**config.mk**
```make
export PLATFORM = sky130hd
export DESIGN_NAME = tri_wave_analyzer
export DESIGN_NICKNAME = d
export VERILOG_FILES = /design/src/rtl/tri_pkg.sv /design/src/rtl/tri_extreme_tracker.sv /design/src/rtl/tri_wave_analyzer.sv
export SDC_FILE = /design/constraint.sdc
export NUM_CORES = 1
export LEC_CHECK = 0
export CORE_ASPECT_RATIO = 1.75
export CORE_MARGIN = 2
export CORE_UTILIZATION = 45
export CTS_CLUSTER_DIAMETER = 80
export DETAILED_ROUTE_END_ITERATION = 6
export SLEW_MARGIN = 20
export SYNTH_ARGS = -nofsm -noshare
export SYNTH_HDL_FRONTEND = slang
export SYNTH_SLANG_ARGS = --single-unit
```
**constraint.sdc**
```tcl
create_clock -name i_clk -period 15.87 [get_ports i_clk]
set_clock_uncertainty 0.1 [all_clocks]
set_input_delay 2.3805 -clock i_clk [delete_from_list [all_inputs] [get_ports i_clk]]
set_output_delay 2.3805 -clock i_clk [all_outputs]
set_load 0.005 [all_outputs]
```
**src/rtl/tri_pkg.sv**
```systemverilog
// Shared definitions for the triangle-wave generator/analyzer pair.
// FSM state encodings and default widths live here so both ends agree.
package tri_pkg;

    localparam int unsigned DefDataW   = 32;
    localparam int unsigned DefPeriodW = 24;

    typedef logic [1:0] state_t;

    localparam state_t StIdle    = 2'd0;
    localparam state_t StRising  = 2'd1;
    localparam state_t StFalling = 2'd2;

    typedef logic signed [DefDataW-1:0] sample_t;

endpackage

```
**src/rtl/tri_extreme_tracker.sv**
```systemverilog
// Slope-tracking FSM with hysteresis: follows the running extreme of the current
// slope and strobes a peak/trough event on the sample that reverses it.
module tri_extreme_tracker
    import tri_pkg::*;
#(
    parameter int unsigned DATA_W   = DefDataW,
    parameter int unsigned PERIOD_W = DefPeriodW,
    parameter int unsigned HYST     = 16
) (
    input  logic                       clk_i,
    input  logic                       rst_i,
    input  logic                       valid_i,
    input  logic                       clear_i,
    input  logic signed [DATA_W-1:0]   sample_i,
    input  logic        [PERIOD_W-1:0] ts_i,
    output state_t                     state_o,
    output logic                       peak_o,
    output logic                       trough_o,
    output logic                       leave_idle_o,
    output logic signed [DATA_W-1:0]   run_max_o,
    output logic signed [DATA_W-1:0]   run_min_o,
    output logic        [PERIOD_W-1:0] ts_max_o
);

    localparam logic signed [DATA_W:0] HystExt = (DATA_W + 1)'(HYST);

    state_t                     state_q, state_d;
    logic signed [DATA_W-1:0]   run_max_q, run_max_d;
    logic signed [DATA_W-1:0]   run_min_q, run_min_d;
    logic        [PERIOD_W-1:0] ts_max_q, ts_max_d;
    logic                       init_q, init_d;

    // One extra bit so the thresholds never wrap at the rails.
    logic signed [DATA_W:0] sample_ext;
    logic signed [DATA_W:0] rise_thr;
    logic signed [DATA_W:0] fall_thr;
    logic                   rise_hit;
    logic                   fall_hit;

    assign sample_ext = $signed({sample_i[DATA_W-1], sample_i});
    assign rise_thr   = $signed({run_min_q[DATA_W-1], run_min_q}) + HystExt;
    assign fall_thr   = $signed({run_max_q[DATA_W-1], run_max_q}) - HystExt;
    assign rise_hit   = sample_ext >= rise_thr;
    assign fall_hit   = sample_ext <= fall_thr;

    always_comb begin
        state_d      = state_q;
        run_max_d    = run_max_q;
        run_min_d    = run_min_q;
        ts_max_d     = ts_max_q;
        init_d       = init_q;
        peak_o       = 1'b0;
        trough_o     = 1'b0;
        leave_idle_o = 1'b0;
        if (valid_i) begin
            case (state_q)
                StIdle: begin
                    if (!init_q) begin
                        run_max_d = sample_i;
                        run_min_d = sample_i;
                        init_d    = 1'b1;
                    end else if (rise_hit) begin
                        state_d      = StRising;
                        run_max_d    = sample_i;
                        ts_max_d     = ts_i;
                        leave_idle_o = 1'b1;
                    end else if (fall_hit) begin
                        state_d      = StFalling;
                        run_min_d    = sample_i;
                        leave_idle_o = 1'b1;
                    end else begin
                        if (sample_i > run_max_q) run_max_d = sample_i;
                        if (sample_i < run_min_q) run_min_d = sample_i;
                    end
                end
                StRising: begin
                    // Strict compare keeps the first sample of a flat top.
                    if (sample_i > run_max_q) begin
                        run_max_d = sample_i;
                        ts_max_d  = ts_i;
                    end else if (fall_hit) begin
                        peak_o    = 1'b1;
                        state_d   = StFalling;
                        run_min_d = sample_i;
                    end
                end
                StFalling: begin
                    if (sample_i < run_min_q) begin
                        run_min_d = sample_i;
                    end else if (rise_hit) begin
                        trough_o  = 1'b1;
                        state_d   = StRising;
                        run_max_d = sample_i;
                        ts_max_d  = ts_i;
                    end
                end
                default: state_d = StIdle;
            endcase
            if (clear_i) begin
                state_d = StIdle;
                init_d  = 1'b0;
            end
        end
    end

    always_ff @(posedge clk_i) begin
        if (rst_i) begin
            state_q   <= StIdle;
            run_max_q <= '0;
            run_min_q <= '0;
            ts_max_q  <= '0;
            init_q    <= 1'b0;
        end else begin
            state_q   <= state_d;
            run_max_q <= run_max_d;
            run_min_q <= run_min_d;
            ts_max_q  <= ts_max_d;
            init_q    <= init_d;
        end
    end

    assign state_o   = state_q;
    assign run_max_o = run_max_q;
    assign run_min_o = run_min_q;
    assign ts_max_o  = ts_max_q;

endmodule

```
**src/rtl/tri_wave_analyzer.sv**
```systemverilog
// Triangle-wave analyzer: measures period, peak, trough and amplitude of a
// qualified sample stream, flags period lock and reports measurement timeouts.
module tri_wave_analyzer
    import tri_pkg::*;
#(
    parameter int unsigned DATA_W     = DefDataW,
    parameter int unsigned PERIOD_W   = DefPeriodW,
    parameter int unsigned HYST       = 16,
    parameter int unsigned LOCK_CNT   = 4,
    parameter int unsigned TOL        = 2,
    parameter int unsigned MAX_PERIOD = 2**24 - 1
) (
    input  logic                       i_clk,
    input  logic                       i_rst,
    input  logic                       i_valid,
    input  logic signed [DATA_W-1:0]   i_sample,
    output logic                       o_valid,
    output logic        [PERIOD_W-1:0] o_period,
    output logic signed [DATA_W-1:0]   o_peak,
    output logic signed [DATA_W-1:0]   o_trough,
    output logic signed [DATA_W:0]     o_ampl,
    output logic                       o_locked,
    output logic                       o_timeout
);

    localparam int unsigned            MatchW  = $clog2(LOCK_CNT + 1);
    localparam logic [MatchW-1:0]      LockMax = MatchW'(LOCK_CNT);
    localparam logic [PERIOD_W-1:0]    AgeLast = PERIOD_W'(MAX_PERIOD - 1);
    localparam logic [PERIOD_W-1:0]    TolP    = PERIOD_W'(TOL);

    state_t                     trk_state;
    logic                       trk_peak;
    logic                       trk_trough;
    logic                       trk_leave_idle;
    logic signed [DATA_W-1:0]   trk_run_max;
    logic signed [DATA_W-1:0]   trk_run_min;
    logic        [PERIOD_W-1:0] trk_ts_max;
    logic                       timeout_hit;

    logic        [PERIOD_W-1:0] ts_q, ts_d;
    logic        [PERIOD_W-1:0] age_q, age_d;
    logic        [PERIOD_W-1:0] prev_ts_q, prev_ts_d;
    logic        [PERIOD_W-1:0] last_period_q, last_period_d;
    logic        [MatchW-1:0]   match_q, match_d;
    logic                       have_peak_q, have_peak_d;
    logic                       valid_q, valid_d;
    logic        [PERIOD_W-1:0] period_q, period_d;
    logic signed [DATA_W-1:0]   peak_q, peak_d;
    logic signed [DATA_W-1:0]   trough_q, trough_d;
    logic signed [DATA_W:0]     ampl_q, ampl_d;
    logic                       locked_q, locked_d;
    logic                       timeout_q, timeout_d;

    logic        [PERIOD_W-1:0] period_new;
    logic        [PERIOD_W-1:0] period_diff;
    logic                       period_match;
    logic signed [DATA_W:0]     ampl_new;

    tri_extreme_tracker #(
        .DATA_W   (DATA_W),
        .PERIOD_W (PERIOD_W),
        .HYST     (HYST)
    ) u_tracker (
        .clk_i        (i_clk),
        .rst_i        (i_rst),
        .valid_i      (i_valid),
        .clear_i      (timeout_hit),
        .sample_i     (i_sample),
        .ts_i         (ts_q),
        .state_o      (trk_state),
        .peak_o       (trk_peak),
        .trough_o     (trk_trough),
        .leave_idle_o (trk_leave_idle),
        .run_max_o    (trk_run_max),
        .run_min_o    (trk_run_min),
        .ts_max_o     (trk_ts_max)
    );

    // A peak on the same sample pre-empts the timeout.
    assign timeout_hit = i_valid && (trk_state != StIdle) && !trk_peak && (age_q == AgeLast);

    assign period_new   = trk_ts_max - prev_ts_q;
    assign period_diff  = (period_new >= last_period_q) ? period_new - last_period_q
                                                        : last_period_q - period_new;
    assign period_match = period_diff <= TolP;
    assign ampl_new     = $signed({trk_run_max[DATA_W-1], trk_run_max})
                        - $signed({trough_q[DATA_W-1], trough_q});

    always_comb begin
        ts_d          = ts_q;
        age_d         = age_q;
        prev_ts_d     = prev_ts_q;
        last_period_d = last_period_q;
        match_d       = match_q;
        have_peak_d   = have_peak_q;
        valid_d       = 1'b0;
        period_d      = period_q;
        peak_d        = peak_q;
        trough_d      = trough_q;
        ampl_d        = ampl_q;
        locked_d      = locked_q;
        timeout_d     = 1'b0;
        if (i_valid) begin
            ts_d = ts_q + 1'b1;
            if (trk_leave_idle || trk_peak) begin
                age_d = '0;
            end else if (trk_state != StIdle) begin
                age_d = age_q + 1'b1;
            end
            if (trk_trough && !timeout_hit) begin
                trough_d = trk_run_min;
            end
            if (trk_peak) begin
                prev_ts_d = trk_ts_max;
                peak_d    = trk_run_max;
                if (have_peak_q) begin
                    valid_d       = 1'b1;
                    period_d      = period_new;
                    ampl_d        = ampl_new;
                    last_period_d = period_new;
                    if (!period_match) begin
                        match_d = '0;
                    end else if (match_q != LockMax) begin
                        match_d = match_q + 1'b1;
                    end
                    locked_d = (match_d == LockMax);
                end
                have_peak_d = 1'b1;
            end
            if (timeout_hit) begin
                age_d         = '0;
                timeout_d     = 1'b1;
                locked_d      = 1'b0;
                match_d       = '0;
                last_period_d = '0;
                have_peak_d   = 1'b0;
            end
        end
    end

    always_ff @(posedge i_clk) begin
        if (i_rst) begin
            ts_q          <= '0;
            age_q         <= '0;
            prev_ts_q     <= '0;
            last_period_q <= '0;
            match_q       <= '0;
            have_peak_q   <= 1'b0;
            valid_q       <= 1'b0;
            period_q      <= '0;
            peak_q        <= '0;
            trough_q      <= '0;
            ampl_q        <= '0;
            locked_q      <= 1'b0;
            timeout_q     <= 1'b0;
        end else begin
            ts_q          <= ts_d;
            age_q         <= age_d;
            prev_ts_q     <= prev_ts_d;
            last_period_q <= last_period_d;
            match_q       <= match_d;
            have_peak_q   <= have_peak_d;
            valid_q       <= valid_d;
            period_q      <= period_d;
            peak_q        <= peak_d;
            trough_q      <= trough_d;
            ampl_q        <= ampl_d;
            locked_q      <= locked_d;
            timeout_q     <= timeout_d;
        end
    end

    assign o_valid   = valid_q;
    assign o_period  = period_q;
    assign o_peak    = peak_q;
    assign o_trough  = trough_q;
    assign o_ampl    = ampl_q;
    assign o_locked  = locked_q;
    assign o_timeout = timeout_q;

endmodule

```
==> impl_metrics.py <==
metrics = {
    "synth": {
        "yosys-mux-area-fraction_pct": 4.519,
        "synth_top_family_by_area": "compound AO/OA/AOI/OAI gates",
        "yosysTopAreaCell": "dfxtp_1",
        "ys_ff_latch": 315,
        "yosysMostFrequentCell": "dfxtp_1",
        "ys_warn_count": 0,
        "synth-xor-area-share_pct": 5.748,
        "synth_area_um2": 21790,
        "synth_flop_cell": "dfxtp_1",
        "synth_fa_ha_area_share_pct": 13.86,
        "async_flop_share_pct": 0,
        "synth_cell_types": 88,
        "synthCells": 2736,
        "synth_top_cell_area_share_pct": 28.94,
        "yosys.area_share.simple_pct": 18.25,
        "seq_area_frac_synth_pct": 28.94,
        "synthTopCellsByArea": "dfxtp_1, ha_1, a21oi_1",
        "synth_compound_area_share_pct": 22.58,
        "synth-edff-count": 0,
        "postSynthAreaPerCell_um2": 7.965,
        "synth_common_cells": "dfxtp_1, nand2_1, a21oi_1, ha_1, nor2_1",
        "syn_nets": 3010,
    },
    "worst_setup_path": {
        "slowest_delay_ps": 760,
        "start_kind": "flip-flop",
        "slowest_stage": "a221oi_2",
        "cp_max_fo": 11,
        "path_class": "flip-flop to flip-flop",
        "crit_path_end_kind": "flip-flop",
        "r2r_slack_ps": 7750,
        "required_ps": 16200,
        "worstPathArrival_ps": 8450,
    },
    "sta": {
        "tightest_slew_ps": 1103,
        "rsz0062_at_grt": "no",
        "maxSlewHeadroom_pct": 25.43,
        "fmax_mhz": 123.1,
        "maxSlewViolCount": 0,
        "setup_viol": 0,
        "final_hold_viol_count": 0,
        "period_minus_slack_ps": 8122,
        "finalCritPeriodShare_pct": 51.18,
        "fin_tns_setup_ps": 0,
    },
    "final_layout": {
        "area_delta_synth_final_pct": 14.24,
        "fin_cells": 3436,
        "final_cell_area_um2": 24890,
        "nets": 3091,
        "final_layout_size_suffix_gt1_share_pct": 4.187,
        "diodes": 0,
        "multiInputGateArea_um2": 14200,
        "seq_area_um2": 6306,
        "fill_cells": 4644,
    },
    "route": {
        "via_per_inst": 5.956,
        "routed_wl_um": 73260,
        "avgRoutedWirePerCell_um": 21.32,
        "dr_wl_met2_um": 38820,
        "drc": 0,
        "ant_nets": 0,
        "drtPass1Iterations": 7,
        "vias": 20464,
        "wl_met3_um": 3383,
        "top_layer": "met4",
        "met1_length_um": 26020,
        "first_iter_violations": 1220,
    },
    "floorplan": {
        "dieArea_um2": 50270,
        "coreArea_um2": 47750,
        "die_h_um": 295.1,
        "rows": 106,
        "fp.dieW_um": 170.3,
        "boundaryPins": 159,
        "start_util_pct": 45.64,
    },
    "cts": {
        "hold_buffers": 0,
        "cts_made_buffers": 34,
        "cts_setup_buffers": 0,
        "ctsResizeCount": 0,
        "clk_pin_slew_worst_paths_ps": 60,
        "cts_root_buf": "clkbuf_16",
        "cts_tree": "built",
        "clock-sinks": 315,
        "clk_path_buf_depth": 3,
        "clk_latency_ps": 540,
        "htreeDepth": 2,
    },
    "place": {
        "finalWeightedCongestion": 0.9751,
        "dp_cells": 3374,
        "port_buffers": 158,
        "postPlaceCellArea_um2": 23740,
        "dp_hpwl_um": 55170,
    },
    "grt": {
        "antenna_found_initial": 1,
        "grt_max_degree": 85,
        "grt_pass1_vias": 20542,
        "grt-ovfl-total": 0,
        "grt.total_usage_pct": 28.63,
        "grt_first_pass_wirelength_um": 112100,
    },
    "pwr": {
        "p_per_area_nw_per_um2": 122.2,
        "ir_drop_v": 0.00008743,
        "p_leak_nw": 9.589,
    },
    "worst_hold_path": {
        "min_path_type": "flip-flop to flip-flop",
    },
    "run_status": {
        "status": "finished, final reports clean",
    },
    "flow_run": {
        "cap_violations": 0,
    },
}
-- cell families after synthesis --
group                      after synthesis
DFF                                    315
xor gates and xnor gates               143
adders and majority gates              239
buffers and inverters                  340
muxes                                   97
AOI/OAI and AO/OA                      748
and+or+nand+nor                        854
-- area by class of cell --
type,count,area share (%)
multi-input cells,2081,57.05
clock inverters,9,0.4071
clock buffers,52,4.187
inverters,210,3.166
flip-flops and latches,315,25.33
well taps,594,2.986
repair buffers,175,6.871
-- placed cells by master, fill, tap and decap left out, drive strengths merged, types with 10 or more instances in the layout --
cell type      count
a21oi            278
clkdlybuf4s50    157
o21bai            13
nand2b            16
nand2            299
a22oi             10
mux2i             89
nor2b             24
buf               17
a22o              28
xor2              34
a221oi            37
clkbuf            53
nor2             237
inv              210
and3              23
a211oi            30
nor3              54
and2              11
nand3             62
or3               13
nor4              14
o21ai             94
xnor2            109
dfxtp            315
o211ai            13
or2               11
nand4             55
a2111oi           12
o21a              47
a31oi             17
ha               235
o32ai             33
a21o              80
-- power breakdown --
part           switching (mW)  internal (mW)  total (mW)
clock                   0.344          0.487       0.831
sequential             0.0897          0.840       0.930
combinational           0.773          0.509        1.28
-- path summary, 6_finish.rpt --
check	start	endpoint	depth (start not counted)
max	u_tracker.ts_max_o[0]	match_q[2]	25
min	o_ampl[14]	o_ampl[14]	2
max reg2reg	u_tracker.ts_max_o[0]	match_q[2]	25
min reg2reg	o_ampl[14]	o_ampl[14]	2
-- state kept, by name (all words and copies together) (netlist names) --
register             cells
o_ampl                  33
o_peak                  32
o_trough                32
u_tracker.run_max_o     32
u_tracker.run_min_o     32
age_q                   24
last_period_q           24
o_period                24
prev_ts_q               24
ts_q                    24
u_tracker.ts_max_o      24
match_q                  3
u_tracker.state_o        2
have_peak_q              1
o_locked                 1
o_timeout                1
o_valid                  1
u_tracker.init_q         1
-- worst max-delay path: cells and delay by family (launching register included) --
kind / cells / cell delay (ps)
and+or+nand+nor: 5 / 1670
buffers and inverters: 1 / 50
adders and majority gates: 3 / 1040
xor gates and xnor gates: 1 / 510
DFF: 1 / 340
AOI/OAI and AO/OA: 15 / 4300
-- metrics by stage --
step | hold WS [ps] | setup WS (ps) | util, % | power, mW
after floorplan | 326.5 | 10080 | - | 1.831
after global placement | 340.9 | 7908 | 49.73 | 2.175
after detailed placement | 346.0 | 7893 | 49.73 | 2.201
after CTS | 354.7 | 7870 | 52.12 | 3.041
after global routing | 365.0 | 7297 | 52.14 | 3.210
final | 353.2 | 7748 | 52.14 | 3.043
-- per-layer routing --
metal  global-route usage [%]  vias up
met1                    28.25     9717
met5                        0        -
met4                    19.16        0
met3                    3.869      214
li1                         -     9904
met2                    54.81      629
No activity file was read; power rests on OpenSTA's default activity.
